==> src/rtl/exe_muldiv.sv <==
// Iterative MULT/MULTU/DIV/DIVU unit with private HI/LO, plus MFHI/MFLO/MTHI/MTLO service.
// Latency: op accepted at edge N, HI/LO written and BUSY_OUT low after edge N+33.
// Backpressure: STALL_OUT holds any HI/LO op while busy; FREEZE blocks acceptance only.
module exe_muldiv (
    input  logic        CLK,
    input  logic        RESET,
    input  logic        FREEZE,
    input  logic [5:0]  ALU_control1,
    input  logic [31:0] readDataA1,
    input  logic [31:0] readDataB1,
    output logic [31:0] mfResult1_OUT,
    output logic        STALL_OUT,
    output logic        BUSY_OUT,
    output logic [31:0] HI_OUT,
    output logic [31:0] LO_OUT
);

    localparam logic [5:0] OP_MULT  = 6'b011000;
    localparam logic [5:0] OP_MULTU = 6'b011001;
    localparam logic [5:0] OP_DIV   = 6'b011010;
    localparam logic [5:0] OP_DIVU  = 6'b011011;
    localparam logic [5:0] OP_MFHI  = 6'b010000;
    localparam logic [5:0] OP_MTHI  = 6'b010001;
    localparam logic [5:0] OP_MFLO  = 6'b010010;
    localparam logic [5:0] OP_MTLO  = 6'b010011;

    typedef enum logic [1:0] {
        S_IDLE = 2'd0,
        S_RUN  = 2'd1,
        S_FIX  = 2'd2
    } state_t;

    state_t      r_state;
    logic [4:0]  r_cnt;
    logic [31:0] r_a;      // multiplicand magnitude
    logic [31:0] r_b;      // divisor magnitude
    logic [63:0] r_prod;   // mul: {partial sum, multiplier}; div: [31:0] dividend -> quotient
    logic [31:0] r_rem;    // divide partial remainder
    logic        r_neg;    // product / quotient must be negated
    logic        r_dneg;   // dividend was negative: remainder takes its sign
    logic        r_div;
    logic        r_dz;     // divide by zero: quotient forced to all ones
    logic [31:0] r_hi;
    logic [31:0] r_lo;

    logic        w_is_muldiv;
    logic        w_hilo_op;
    logic        w_signed;
    logic        w_a_neg;
    logic        w_b_neg;
    logic [31:0] w_a_mag;
    logic [31:0] w_b_mag;
    logic [32:0] w_madd;
    logic [32:0] w_rem_sh;
    logic        w_ge;
    logic [31:0] w_sub;
    logic [63:0] w_prod_fix;
    logic [31:0] w_quo_fix;
    logic [31:0] w_rem_fix;

    // Operation decode; codes 0110xx are mul/div, 0100xx are HI/LO moves.
    assign w_is_muldiv = (ALU_control1 == OP_MULT) || (ALU_control1 == OP_MULTU) ||
                         (ALU_control1 == OP_DIV)  || (ALU_control1 == OP_DIVU);
    assign w_hilo_op   = w_is_muldiv ||
                         (ALU_control1 == OP_MFHI) || (ALU_control1 == OP_MTHI) ||
                         (ALU_control1 == OP_MFLO) || (ALU_control1 == OP_MTLO);
    assign w_signed    = (ALU_control1 == OP_MULT) || (ALU_control1 == OP_DIV);
    assign w_a_neg     = w_signed & readDataA1[31];
    assign w_b_neg     = w_signed & readDataB1[31];
    assign w_a_mag     = w_a_neg ? (~readDataA1 + 32'd1) : readDataA1;
    assign w_b_mag     = w_b_neg ? (~readDataB1 + 32'd1) : readDataB1;

    // Multiply step: add multiplicand into the upper half when the multiplier LSB is set.
    assign w_madd      = {1'b0, r_prod[63:32]} + {1'b0, (r_prod[0] ? r_a : 32'd0)};

    // Restoring divide step. The true difference is below the divisor, so 32 bits suffice.
    assign w_rem_sh    = {r_rem, r_prod[31]};
    assign w_ge        = (w_rem_sh >= {1'b0, r_b});
    assign w_sub       = w_rem_sh[31:0] - r_b;

    // Sign correction applied in the FIX state.
    assign w_prod_fix  = r_neg ? (~r_prod + 64'd1) : r_prod;
    assign w_quo_fix   = r_dz  ? 32'hFFFF_FFFF :
                         (r_neg ? (~r_prod[31:0] + 32'd1) : r_prod[31:0]);
    assign w_rem_fix   = r_dneg ? (~r_rem + 32'd1) : r_rem;

    assign BUSY_OUT    = (r_state != S_IDLE);
    assign STALL_OUT   = BUSY_OUT & w_hilo_op;
    assign HI_OUT      = r_hi;
    assign LO_OUT      = r_lo;

    // Move-from result: current HI/LO only, nothing forwarded from an in-flight op.
    always_comb begin
        mfResult1_OUT = 32'd0;
        if (ALU_control1 == OP_MFHI) begin
            mfResult1_OUT = r_hi;
        end else if (ALU_control1 == OP_MFLO) begin
            mfResult1_OUT = r_lo;
        end
    end

    // Control FSM and datapath: accept in IDLE, 32 radix-2 steps in RUN, sign fix in FIX.
    always_ff @(posedge CLK or negedge RESET) begin
        if (!RESET) begin
            r_state <= S_IDLE;
            r_cnt   <= 5'd0;
            r_a     <= 32'd0;
            r_b     <= 32'd0;
            r_prod  <= 64'd0;
            r_rem   <= 32'd0;
            r_neg   <= 1'b0;
            r_dneg  <= 1'b0;
            r_div   <= 1'b0;
            r_dz    <= 1'b0;
            r_hi    <= 32'd0;
            r_lo    <= 32'd0;
        end else begin
            case (r_state)
                S_IDLE: begin
                    if (!FREEZE) begin
                        if (w_is_muldiv) begin
                            r_a     <= w_a_mag;
                            r_b     <= w_b_mag;
                            r_prod  <= {32'd0, (ALU_control1[1] ? w_a_mag : w_b_mag)};
                            r_rem   <= 32'd0;
                            r_neg   <= w_a_neg ^ w_b_neg;
                            r_dneg  <= w_a_neg;
                            r_div   <= ALU_control1[1];
                            r_dz    <= ALU_control1[1] & (readDataB1 == 32'd0);
                            r_cnt   <= 5'd0;
                            r_state <= S_RUN;
                        end else if (ALU_control1 == OP_MTHI) begin
                            r_hi <= readDataA1;
                        end else if (ALU_control1 == OP_MTLO) begin
                            r_lo <= readDataA1;
                        end
                    end
                end
                S_RUN: begin
                    if (r_div) begin
                        r_rem  <= w_ge ? w_sub : w_rem_sh[31:0];
                        r_prod <= {r_prod[63:32], r_prod[30:0], w_ge};
                    end else begin
                        r_prod <= {w_madd, r_prod[31:1]};
                    end
                    r_cnt <= r_cnt + 5'd1;
                    if (r_cnt == 5'd31) begin
                        r_state <= S_FIX;
                    end
                end
                S_FIX: begin
                    if (r_div) begin
                        r_hi <= w_rem_fix;
                        r_lo <= w_quo_fix;
                    end else begin
                        r_hi <= w_prod_fix[63:32];
                        r_lo <= w_prod_fix[31:0];
                    end
                    r_state <= S_IDLE;
                end
                default: begin
                    r_state <= S_IDLE;
                end
            endcase
        end
    end

endmodule
==> config.mk <==
export PLATFORM = sky130hd
export DESIGN_NAME = exe_muldiv
export DESIGN_NICKNAME = d
export VERILOG_FILES = /design/src/rtl/exe_muldiv.sv
export SDC_FILE = /design/constraint.sdc
export NUM_CORES = 1
export LEC_CHECK = 0
export CORE_ASPECT_RATIO = 1.1
export CORE_MARGIN = 1.5
export CORE_UTILIZATION = 35
export CTS_BUF_LIST = sky130_fd_sc_hd__clkbuf_16
export CTS_CLUSTER_DIAMETER = 40
export DETAILED_ROUTE_END_ITERATION = 16
export HOLD_SLACK_MARGIN = 0.05
export REMOVE_ABC_BUFFERS = 1
export SKIP_LAST_GASP = 1
export SLEW_MARGIN = 25
export SYNTH_ARGS = -nofsm -noshare
export SYNTH_HDL_FRONTEND = slang
export SYNTH_SLANG_ARGS = --single-unit
==> constraint.sdc <==
create_clock -name CLK -period 10.51 [get_ports CLK]
set_clock_uncertainty 0.2 [all_clocks]
set_input_delay 3.153 -clock CLK [delete_from_list [all_inputs] [get_ports CLK]]
set_output_delay 3.153 -clock CLK [all_outputs]
set_load 0.05 [all_outputs]
==> results.json <==
{
  "status": "complete, no violations",
  "grt_first_pass_wirelength_mm": 105.4,
  "fin_ws_ns": 0.9835,
  "clkTransAtPathRegs_ns": 0.06,
  "die_x_um": 221.5,
  "grt_pass1_vias": 17340,
  "first_iter_violations": 1812,
  "endpoint_kind": "output port",
  "seq_area_frac_synth_pct": 32.00,
  "first_pass_iters": 6,
  "synth-simple-area-share_pct": 21.35,
  "synth.avg_cell_area_um2": 8.007,
  "met3_usage_pct": 4.305,
  "synth-compound-area-share_pct": 22.55,
  "post-place-cells": 2995,
  "synth_edf_count": 0,
  "hp-class": "register to register",
  "synth_area_leaders": "dfrtp_1 32%, o21ai_0 6.8%, nand2_1 5.4%",
  "drive_above_1_share_pct": 6.600,
  "path_class": "input pin to output port",
  "synthFlopType": "dfrtp_1",
  "ant_nets": 0,
  "cts_max_path_buffers": 3,
  "hpwl_mm": 51.01,
  "postRouteWirelength_mm": 69.46,
  "vias": 18300,
  "synthMuxAreaShare_pct": 5.209,
  "io_buffer_count": 170,
  "cts_resized": 0,
  "fin_nets": 2521,
  "cts.sinks": 235,
  "initial_utilization_pct": 35.62,
  "areaGrowthSynthToFinish_pct": 19.96,
  "final_area_um2": 22040,
  "ys_top_cells_by_count": "263 x nand2_1, 251 x o21ai_0, 235 x dfrtp_1",
  "timing.final.crit_period_ns": 9.526,
  "grt_util_met1_pct": 34.75,
  "worstSetupStartpoint": "ALU_control1[4]",
  "wire_per_inst_um": 22.57,
  "syn-instance-count": 2295,
  "yosysTopAreaCellShare_pct": 32.00,
  "whs_ns": 0.2702,
  "yosys.area.top_type": "dfrtp_1",
  "ys_warn_count": 0,
  "worst_pin_slew_ns": 1.008,
  "synth.most_common_cell": "nand2_1",
  "reg2reg_from": "r_prod[0]$_DFFE_PN0P_",
  "cp-start-kind": "input pin",
  "antenna_found_initial": 0,
  "placedInstanceArea_um2": 20530,
  "holdCritStartpoint": "r_a[25]$_DFFE_PN0P_",
  "routed_via_density": 5.948,
  "cts_buffers": 44,
  "tritoncts": "built",
  "synthArstFlopShare_pct": 100.0,
  "fin_tns_setup_ns": 0,
  "fin_crit_sh_pct": 90.64,
  "cts_hold_buf": 0,
  "root_buffer": "clkbuf_16",
  "syn-cell-area_um2": 18380,
  "setup_viol": 0,
  "cts_setup_buffers": 0,
  "die_h_um": 243.3,
  "vdd_drop_max_mv": 0.1202,
  "p_leak_nw": 9.309,
  "use_met2_pct": 38.68,
  "worstPathMaxFanout": 17,
  "yosys.area_share.adder_pct": 4.984,
  "htreeDepth": 2,
  "max_slew_margin_pct": 32.63,
  "dpl_worst_slack_ns": 0.9808,
  "hold_viol": 0,
  "crit_arrival_ns": 6.17,
  "rsz0062_at_grt": "false",
  "p_per_area_nw_per_um2": 283.5,
  "gp_congestion": 0.9574,
  "pin_count": 171,
  "stdcell_count": 3077,
  "required_ns": 7.16,
  "synth_top_family_by_area": "compound AO/OA/AOI/OAI gates",
  "worstSkewPairLatency_ns": 0.58,
  "overflow": 0,
  "rows": 87,
  "synth_seq_cells": 235,
  "synthDistinctLibCells": 73,
  "die_area_um2": 53890,
  "drv_slew": 0,
  "synth_xor_area_share_pct": 9.246,
  "busiest_layer": "met2",
  "grtUsageTotal_pct": 25.25,
  "cap_violations": 0,
  "fmax_mhz": 105.0,
  "grt_max_degree": 125,
  "drcViolationCount": 0,
  "core_um2": 51600
}
-- cells by family (layout without fill, tap and decap cells) --
logic type,after synthesis,after routing
and+or+nand+nor,803,803
AOI/OAI and AO/OA,671,671
DFF,235,235
buffers and inverters,225,339
xor gates and xnor gates,194,194
muxes,95,95
adders and majority gates,72,72
other,0,1
-- cell type report --
class	instances	area [um2]
fillers	5174	29550
multi-input cells	1835	11700
flip-flops and latches	235	5883
repair buffers	195	1919
clock buffers	45	1126
well taps	667	834.6
clock inverters	34	337.8
inverters	65	244.0
diodes	1	2.502
-- cells in the final DEF (no fill, tap or decap), types with 15 or more instances in the layout --
cell type        count
nand3_1            118
and3_1              16
a21oi_1            142
a21o_1              32
o21ai_0            251
nand4_1             28
nor2_1             154
buf_4               24
xnor2_1             95
inv_1               66
o22ai_1             48
clkbuf_16           45
a211oi_1            16
or3_1               33
or2_2               18
xor2_1              99
nand2_1            262
a31oi_1             15
ha_1                70
and2_1              36
o31ai_1             37
nor3_1              41
o41ai_1             19
dfrtp_1            233
mux2i_1             90
or4_1               19
nor4_1              21
clkdlybuf4s50_1    168
-- routing by layer --
metal / wire (um) / vias up
met4: 3154 / 0
met1: 30760 / 8806
met2: 29840 / 850
li1: - / 8485
met3: 5699 / 162
met5: 0 / -
-- worst max-delay path: stages --
cell and delay [ns]:
clkdlybuf4s50_1 0.44, or3b_2 0.52, or3_1 0.72, buf_4 0.38, nor2_1 0.13, clkdlybuf4s50_1 0.81
-- power breakdown --
part	switching, mW	total, mW	internal (mW)
clock	0.547	1.44	0.890
combinational	1.89	3.11	1.22
sequential	0.506	1.70	1.20
-- stage by stage --
stage	power [mW]	utilization, %
floorplan	3.745	-
global placement	4.693	39.79
detailed placement	4.735	39.79
CTS	6.197	42.63
global route	6.650	42.72
finish	6.250	42.72
-- state kept, by name, indices dropped and copies added (netlist names) --
register,count
r_prod,64
HI_OUT,32
LO_OUT,32
r_a,32
r_b,32
r_rem,32
r_cnt,5
r_state,2
r_div,1
r_dneg,1
r_dz,1
r_neg,1
-- final timing paths --
check | end | slack, ns | cells past startpoint
worst max-delay path | mfResult1_OUT[17] | 0.98 | 6
worst min-delay path | r_a[25]$_DFFE_PN0P_ | 0.27 | 2
worst max register to register | r_prod[62]$_DFFE_PN0P_ | 5.91 | 12
worst min register to register | r_a[25]$_DFFE_PN0P_ | 0.27 | 2
max in group asynchronous | r_neg$_DFFE_PN0P_ | 6.27 | 3
min in group asynchronous | r_rem[8]$_DFFE_PN0P_ | 2.33 | 1
Power figures use the tool's default switching activity.
